$ cat config.mk
export PLATFORM = sky130hd
export DESIGN_NAME = intpol2_dn_ctrl_flat
export DESIGN_NICKNAME = d
export VERILOG_FILES = /design/src/rtl/intpol2_dn_ctrl_if.sv /design/src/rtl/intpol2_dn_ctrl.sv /design/src/flat_wrapper.sv
export SDC_FILE = /design/constraint.sdc
export NUM_CORES = 1
export LEC_CHECK = 0
export ABC_AREA = 1
export CORE_MARGIN = 2
export CORE_UTILIZATION = 30
export DETAILED_ROUTE_END_ITERATION = 7
export GPL_TIMING_DRIVEN = 0
export PLACE_DENSITY = 0.54
export SKIP_LAST_GASP = 1
export SYNTH_ARGS = -nofsm -noshare
export SYNTH_HDL_FRONTEND = slang
export SYNTH_SLANG_ARGS = --single-unit
$ cat constraint.sdc
create_clock -name clk -period 2.33 [get_ports clk]
set_input_delay 0.5825 -clock clk [delete_from_list [all_inputs] [get_ports clk]]
set_output_delay 0.5825 -clock clk [all_outputs]
set_load 0.01 [all_outputs]
$ cat src/rtl/intpol2_dn_ctrl_if.sv
// intpol2_dn_ctrl_if
//   FIFO-side handshake bundle of the order-2 interpolator controller.
//   master : the controller (pops the input FIFO, pushes the output FIFO)
//   slave  : the FIFO pair / testbench side
//   Signals:
//     empty        input FIFO empty
//     afull        output FIFO almost full
//     read_enable  pop input FIFO
//     ld_data      output sample valid (combinational)
//     write_enable ld_data delayed one clock (registered)
interface intpol2_dn_ctrl_if;
  logic empty;
  logic afull;
  logic read_enable;
  logic ld_data;
  logic write_enable;

  modport master (
    input  empty,
    input  afull,
    output read_enable,
    output ld_data,
    output write_enable
  );

  modport slave (
    output empty,
    output afull,
    input  read_enable,
    input  ld_data,
    input  write_enable
  );
endinterface

$ cat src/rtl/intpol2_dn_ctrl.sv
// intpol2_dn_ctrl
//   Control FSM for the order-2 interpolator datapath. Interpolation factor
//   D = 2^l2d (runtime, up to 2^L2D_MAX), NCH channels time-multiplexed per
//   input sample. Priming address, sub-sample and channel counters are
//   internal. Accelerator (one-shot) and stream modes, each with bypass.
//
//   Parameters: NCH (1..16), L2D_MAX, ADDR_W.
//   Ports:
//     clk, rstn          clock, asynchronous active-low reset
//     start              start / restart pulse
//     mode               1 = stream, 0 = accelerator
//     bypass             pass samples through without interpolation
//     l2d, n_prime       configuration, latched on start
//     fifo (master)      empty, afull in; read_enable, ld_data, write_enable out
//     busy, done, clear  status
//     en_m_addr, m_addr  priming address control
//     op_1, ld_p1_xi, sel_mult, en_sum, ch_sel, en_stream   datapath control
//     stop_empty, stop_afull   stall indicators
//   Optional: define INTPOL_STALL_CNT_EN to add stall_cnt[15:0], a saturating
//   count of stalled busy cycles, cleared by clear or reset.
module intpol2_dn_ctrl #(
  parameter int NCH     = 2,
  parameter int L2D_MAX = 4,
  parameter int ADDR_W  = 4,
  localparam int L2D_W  = $clog2(L2D_MAX + 1),
  localparam int CH_W   = (NCH > 1) ? $clog2(NCH) : 1
) (
  input  logic              clk,
  input  logic              rstn,
  input  logic              start,
  input  logic              mode,
  input  logic              bypass,
  input  logic [L2D_W-1:0]  l2d,
  input  logic [ADDR_W-1:0] n_prime,
  intpol2_dn_ctrl_if.master fifo,
  output logic              busy,
  output logic              en_m_addr,
  output logic [ADDR_W-1:0] m_addr,
  output logic              op_1,
  output logic              ld_p1_xi,
  output logic              sel_mult,
  output logic              en_sum,
  output logic [CH_W-1:0]   ch_sel,
  output logic              en_stream,
  output logic              stop_empty,
  output logic              stop_afull,
  output logic              done,
  output logic              clear
`ifdef INTPOL_STALL_CNT_EN
  ,
  output logic [15:0]       stall_cnt
`endif
);

  typedef enum logic [3:0] {
    S_IDLE,
    S_CLEAR,
    S_PRIME,
    S_OP1,
    S_LDP,
    S_CALC,
    S_CHNXT,
    S_DONE,
    S_STREAM,
    S_BYP_ACCEL,
    S_BYP_STRM
  } state_t;

  state_t            state;
  logic [ADDR_W-1:0] m_addr_reg;
  logic [L2D_MAX-1:0] sub_reg;
  logic [CH_W-1:0]   ch_reg;
  logic [L2D_W-1:0]  l2d_reg;
  logic [ADDR_W-1:0] n_prime_reg;
  logic              we_reg;

  logic [L2D_W-1:0]  l2d_clamped;
  logic [L2D_MAX:0]  d_val;
  logic [L2D_MAX:0]  d_m1;
  logic              sub_last;
  logic              prime_stall;
  logic              calc_stall;
  logic              prime_last;
  logic              ch_last;

  logic read_enable_c;
  logic ld_data_c;

  // Out-of-range l2d saturates to the largest supported factor.
  assign l2d_clamped = (l2d > L2D_W'(L2D_MAX)) ? L2D_W'(L2D_MAX) : l2d;

  // One extra bit so that D = 2^L2D_MAX is representable before the -1.
  assign d_val    = (L2D_MAX + 1)'(1) << l2d_reg;
  assign d_m1     = d_val - (L2D_MAX + 1)'(1);
  assign sub_last = ({1'b0, sub_reg} == d_m1);

  // Stalls only apply in stream mode; accelerator mode assumes data is ready.
  assign prime_stall = mode & fifo.empty;
  assign calc_stall  = mode & fifo.afull;
  assign prime_last  = (m_addr_reg == n_prime_reg);
  assign ch_last     = (ch_reg == CH_W'(NCH - 1));

  always_ff @(posedge clk or negedge rstn) begin
    if (!rstn) begin
      state       <= S_IDLE;
      m_addr_reg  <= '0;
      sub_reg     <= '0;
      ch_reg      <= '0;
      l2d_reg     <= '0;
      n_prime_reg <= '0;
      we_reg      <= 1'b0;
    end else begin
      we_reg <= ld_data_c;
      if (start && (state != S_IDLE)) begin
        // Restart wins over every other transition.
        state       <= S_CLEAR;
        m_addr_reg  <= '0;
        sub_reg     <= '0;
        ch_reg      <= '0;
        l2d_reg     <= l2d_clamped;
        n_prime_reg <= n_prime;
      end else begin
        case (state)
          S_IDLE: begin
            if (start) begin
              l2d_reg     <= l2d_clamped;
              n_prime_reg <= n_prime;
              m_addr_reg  <= '0;
              sub_reg     <= '0;
              ch_reg      <= '0;
              state       <= (bypass && mode) ? S_BYP_STRM : S_PRIME;
            end
          end
          S_CLEAR: begin
            if (!prime_stall) state <= S_PRIME;
          end
          S_PRIME: begin
            if (!prime_stall) begin
              if (prime_last) begin
                m_addr_reg <= '0;
                ch_reg     <= '0;
                if (bypass) state <= mode ? S_BYP_STRM : S_BYP_ACCEL;
                else        state <= S_OP1;
              end else begin
                m_addr_reg <= m_addr_reg + 1'b1;
              end
            end
          end
          S_OP1: state <= S_LDP;
          S_LDP: state <= S_CALC;
          S_CALC: begin
            if (!calc_stall) begin
              if (sub_last) begin
                sub_reg <= '0;
                state   <= S_CHNXT;
              end else begin
                sub_reg <= sub_reg + 1'b1;
                state   <= S_LDP;
              end
            end
          end
          S_CHNXT: begin
            if (ch_last) begin
              ch_reg <= '0;
              state  <= S_DONE;
            end else begin
              // Next channel reuses the same input sample.
              ch_reg <= ch_reg + 1'b1;
              state  <= S_OP1;
            end
          end
          S_DONE:      state <= mode ? S_STREAM : S_IDLE;
          S_STREAM:    if (!fifo.empty) state <= S_OP1;
          S_BYP_ACCEL: state <= S_IDLE;
          S_BYP_STRM:  state <= S_BYP_STRM;
          default:     state <= S_IDLE;
        endcase
      end
    end
  end

  always_comb begin
    read_enable_c = 1'b0;
    ld_data_c     = 1'b0;
    en_m_addr     = 1'b0;
    op_1          = 1'b0;
    ld_p1_xi      = 1'b0;
    sel_mult      = 1'b0;
    en_sum        = 1'b0;
    en_stream     = 1'b0;
    stop_empty    = 1'b0;
    stop_afull    = 1'b0;
    done          = 1'b0;
    case (state)
      S_CLEAR: stop_empty = prime_stall;
      S_PRIME: begin
        read_enable_c = 1'b1;
        if (prime_stall) stop_empty = 1'b1;
        else             en_m_addr  = 1'b1;
      end
      S_OP1: op_1     = 1'b1;
      S_LDP: ld_p1_xi = 1'b1;
      S_CALC: begin
        sel_mult = 1'b1;
        // afull takes precedence: empty is irrelevant while computing.
        if (calc_stall) begin
          stop_afull = 1'b1;
        end else begin
          ld_data_c = 1'b1;
          en_sum    = !sub_last;
        end
      end
      S_DONE: done = 1'b1;
      S_STREAM: begin
        read_enable_c = 1'b1;
        en_stream     = 1'b1;
        stop_empty    = 1'b1;
      end
      S_BYP_ACCEL: done = 1'b1;
      S_BYP_STRM: begin
        read_enable_c = !fifo.empty;
        stop_empty    = fifo.empty;
        stop_afull    = fifo.afull;
        ld_data_c     = !fifo.empty && !fifo.afull;
      end
      default: ;
    endcase
  end

  assign busy              = (state != S_IDLE);
  assign clear             = start | done;
  assign m_addr            = m_addr_reg;
  assign ch_sel            = ch_reg;
  assign fifo.read_enable  = read_enable_c;
  assign fifo.ld_data      = ld_data_c;
  assign fifo.write_enable = we_reg;

`ifdef INTPOL_STALL_CNT_EN
  logic [15:0] stall_cnt_reg;

  always_ff @(posedge clk or negedge rstn) begin
    if (!rstn) begin
      stall_cnt_reg <= '0;
    end else if (clear) begin
      stall_cnt_reg <= '0;
    end else if (busy && (stop_empty || stop_afull) && (stall_cnt_reg != 16'hFFFF)) begin
      stall_cnt_reg <= stall_cnt_reg + 1'b1;
    end
  end

  assign stall_cnt = stall_cnt_reg;
`endif

endmodule

$ cat src/flat_wrapper.sv
// flat-port wrapper written by rule: the top's interface ports become plain ports
module intpol2_dn_ctrl_flat 
#(
  parameter int NCH     = 2,
  parameter int L2D_MAX = 4,
  parameter int ADDR_W  = 4,
  localparam int L2D_W  = $clog2(L2D_MAX + 1),
  localparam int CH_W   = (NCH > 1) ? $clog2(NCH) : 1
)
  (clk, rstn, start, mode, bypass, l2d, n_prime, busy, en_m_addr, m_addr, op_1, ld_p1_xi, sel_mult, en_sum, ch_sel, en_stream, stop_empty, stop_afull, done, clear, fifo_empty, fifo_afull, fifo_read_enable, fifo_ld_data, fifo_write_enable);
  intpol2_dn_ctrl_if fifo_i ();
  input  logic clk;
  input  logic rstn;
  input  logic start;
  input  logic mode;
  input  logic bypass;
  input  logic [L2D_W-1:0] l2d;
  input  logic [ADDR_W-1:0] n_prime;
  output logic busy;
  output logic en_m_addr;
  output logic [ADDR_W-1:0] m_addr;
  output logic op_1;
  output logic ld_p1_xi;
  output logic sel_mult;
  output logic en_sum;
  output logic [CH_W-1:0] ch_sel;
  output logic en_stream;
  output logic stop_empty;
  output logic stop_afull;
  output logic done;
  output logic clear;
  input wire logic [$bits(fifo_i.empty)-1:0] fifo_empty;
  input wire logic [$bits(fifo_i.afull)-1:0] fifo_afull;
  output wire logic [$bits(fifo_i.read_enable)-1:0] fifo_read_enable;
  output wire logic [$bits(fifo_i.ld_data)-1:0] fifo_ld_data;
  output wire logic [$bits(fifo_i.write_enable)-1:0] fifo_write_enable;
  assign fifo_i.empty = fifo_empty;
  assign fifo_i.afull = fifo_afull;
  assign fifo_read_enable = fifo_i.read_enable;
  assign fifo_ld_data = fifo_i.ld_data;
  assign fifo_write_enable = fifo_i.write_enable;
  intpol2_dn_ctrl #(.NCH(NCH), .L2D_MAX(L2D_MAX), .ADDR_W(ADDR_W)) u_core (.clk(clk), .rstn(rstn), .start(start), .mode(mode), .bypass(bypass), .l2d(l2d), .n_prime(n_prime), .fifo(fifo_i), .busy(busy), .en_m_addr(en_m_addr), .m_addr(m_addr), .op_1(op_1), .ld_p1_xi(ld_p1_xi), .sel_mult(sel_mult), .en_sum(en_sum), .ch_sel(ch_sel), .en_stream(en_stream), .stop_empty(stop_empty), .stop_afull(stop_afull), .done(done), .clear(clear));
endmodule
==> run_results.csv <==
group,metric,value,unit
outcome,status,"complete, but fails checks",
outcome,violations,"setup timing",
finish,diodes,0,
synth,synth_area_leaders,"dfrtp_1 (37%), nand2_1 (18%), inv_1 (9.4%)",
grt,use_met3,4.01,%
placed_design,dpl_cell_area,1820,µm²
grt,grtUsageMet1,19.2,%
critical_path,crit_type,"register to output port",
sta,slew_viol_final,0,
min_path,hp-class,"register to register",
power_and_ir_drop,power.density,795,nW/µm²
sta,period_share,102,%
critical_path,slowest_stage,"dfrtp_1",
grt,track_usage,14.6,%
synth,async_flop_share,100,%
sta,hold_viol_final,0,
synth,synth_common_cells,"nand2_1 (67), inv_1 (36), dfrtp_1 (21), nor2_1 (21)",
finish,drive_above_1_share,16.9,%
clock_tree,clock-sinks,21,
finish,final_core_util,42.5,%
placed_design,dp_cells,306,
synth,synth.distinct_cells,21,
floorplanning,die_h,73.1,µm
critical_path,startpoint_type,"register",
critical_path,crit_path_end_kind,"output port",
clock_tree,htreeDepth,1,
critical_path,critPathMaxFanout,3,
power_and_ir_drop,vdd_drop_max,0.000620,V
sta,max_slew.worst_pin.slew,1040,ps
drt,drc,0,
placed_design,place_worst_setup_slack,-346,ps
critical_path,path_buf_inv,2,
grt,grt_pass1_wl,6.10,mm
power_and_ir_drop,p_leak,1.03,nW
sta,max-slew-margin-rel,30.6,%
grt,gr-usage-met2,23.8,%
drt,num_vias,1458,
clock_tree,clk_pin_slew,80,ps
sta,fmax,419,MHz
floorplanning,rows,25,
drt,ant_nets,0,
synth,synth_nets,237,
grt,grt_overflow,0,
critical_path,crit_path_frequent_cell,"nand2_1",
drt,viasPerCell,4.63,
critical_path,regToRegSetupSlack,420,ps
clock_tree,clock_latency,260,ps
synth,synth_top_area_share,36.7,%
drt,firstDrtPassIters,4,
placed_design,place_congestion,0.856,
grt,grt_pass1_vias,1363,
placed_design,hpwl,2.76,mm
clock_tree,clock-root-buffer,"clkbuf_8",
critical_path,cp_top_family,"flip-flops",
critical_path,critPathMaxStageDelay,410,ps
synth,yosysMostFrequentCell,"nand2_1",
grt,grt_max_degree,22,
synth,postSynthCellCount,220,
grt,busiest_layer,"met2",
sta,fin_skew,8.81,ps
clock_tree,cts_tree,"yes",
grt,antenna_found_initial,0,
finish,postLayoutCellArea,1980,µm²
synth,synth.avg_cell_area,6.51,µm²
floorplanning,start_util,30.7,%
finish,fin_cells,315,
critical_path,path_cells,"nor2_2, nand2_2, ha_4, inv_1, nand2_1, nand2_1, xor2_1, a21oi_2, buf_2",
sta,rsz0062_at_grt,"yes",
critical_path,cp_data_required_time,1750,ps
clock_tree,cts.path.max_buffers,2,
drt,post_drt_wl_per_cell,11.9,µm
sta,finalWorstSetupSlack,-56.9,ps
floorplanning,dieArea,5340,µm²
finish,syn_to_final_growth,38.3,%
synth,yosysTopAreaCell,"dfrtp_1",
synth,ys_ff_latch,21,
drt,wirelength,3.75,mm
floorplanning,die_w,73.1,µm
synth,synth_area,1430,µm²
synth,ys.flop_type,"dfrtp_1",
sta,setup_viol,1,
floorplanning,core,4660,µm²
drt,drt_iter0_markers,87,
clock_tree,cts_buffers,3,
placed_design,portBuffers,32,
sta,final.min_clock_period,2390,ps
critical_path,worstPathArrival,1800,ps
floorplanning,io_pins,33,
sta,setup_tns,-56.9,ps
synth,ys.warnings.count,0,
synth,synth_edf_count,0,
finish,finalNetCount,279,
flow_run,cap_violations,0,
synth,yosysSeqAreaShare,36.7,%
kinds of logic (layout without fill, tap and decap cells):
logic type               after synthesis  in the layout  synth area share [%]
AO/OA/AOI/OAI                         33             33                  13.2
buffers and inverters                 40             81                  10.5
XOR/XNOR                               3              3                  1.84
flip-flops                            21             21                  36.7
adder cells (fa/ha/maj)                3              3                  2.62
AND/OR/NAND/NOR                      120            120                  35.1
stage by stage:
step                power [W]  hold WS (ps)
floorplan            0.000957           287
global placement      0.00126           516
global route          0.00171           568
detailed placement    0.00125           519
CTS                   0.00152           540
finish                0.00157           531
placed cells by master (no fill, tap or decap), types with 2 or more instances in the layout:
cell             Yosys  layout
clkbuf_8             0       3
dfrtp_1             21      17
nand3_1             15      14
nor3_1               7       7
dlygate4sd2_1        0       6
buf_4                0       5
o21ai_1              3       4
o21ai_0             15      14
nand2_2              3       6
nor2_1              21      15
nand2_1             67      64
nand4_1              2       2
ha_1                 3       2
xor2_1               3       3
inv_2                3       8
nor2_2               5       4
dfrtp_2              0       4
dlymetal6s2s_1       0       4
nor2_4               0       7
a21oi_1             10       9
inv_1               36      31
clkdlybuf4s50_1      0      19
metal layers:
| metal | share of wire (%) | up-vias | routed length, µm |
|---|---|---|---|
| met4 | 0.99 | 0 | 37 |
| met1 | 47 | 655 | 1760 |
| met2 | 48 | 24 | 1810 |
| met5 | 0 | - | 0 |
| li1 | - | 775 | - |
| met3 | 3.9 | 4 | 147 |
where the power goes:
group	leakage (nW)	total (W)	switching, W	internal [W]
combinational	0.730	0.000822	0.000495	0.000327
sequential	0.271	0.000507	0.0000815	0.000425
clock	0.0255	0.000244	0.000125	0.000119
total	1.03	0.00157	0.000702	0.000871
path summary, 6_finish.rpt:
kind                                     endpoint  depth (start not counted)               from
worst max-delay path                       en_sum                          9  u_core.l2d_reg[1]
worst min-delay path                u_core.ch_sel                          2      u_core.ch_sel
worst max register to register  u_core.sub_reg[2]                         13  u_core.l2d_reg[1]
worst min register to register      u_core.ch_sel                          2      u_core.ch_sel
max in group asynchronous         u_core.state[1]                          1               rstn
min in group asynchronous       u_core.sub_reg[3]                          1               rstn
what timing repair did:
action | in CTS | in global routing
setup endpoints to repair | 11 | 9
buffers inserted | 3 | 2
hold buffers | 0 | 0
pin swaps | 2 | 5
gates resized for setup | 25 | 23
worst register-to-register path, cell delays in order, from the launching register on:
cell and delay, ps:
dfrtp_1 410, nor2_2 150, nand2_2 90, ha_4 270
inv_1 30, nand2_1 40, nand2_1 40, nor2_1 80
nand2_1 90, nor2_4 110, buf_4 120, nand2_1 70
a21oi_1 210, nor2_1 80
final cells by class:
type / instances / area, µm²
buffer: 1 / 3.75
multi-input combinational: 159 / 835
clock inverter: 1 / 5.00
tap: 54 / 67.6
clock buffer: 3 / 41.3
fill: 502 / 2680
timing repair buffer: 37 / 350
sequential: 21 / 531
inverter: 39 / 146
No activity file was read; power rests on OpenSTA's default activity.
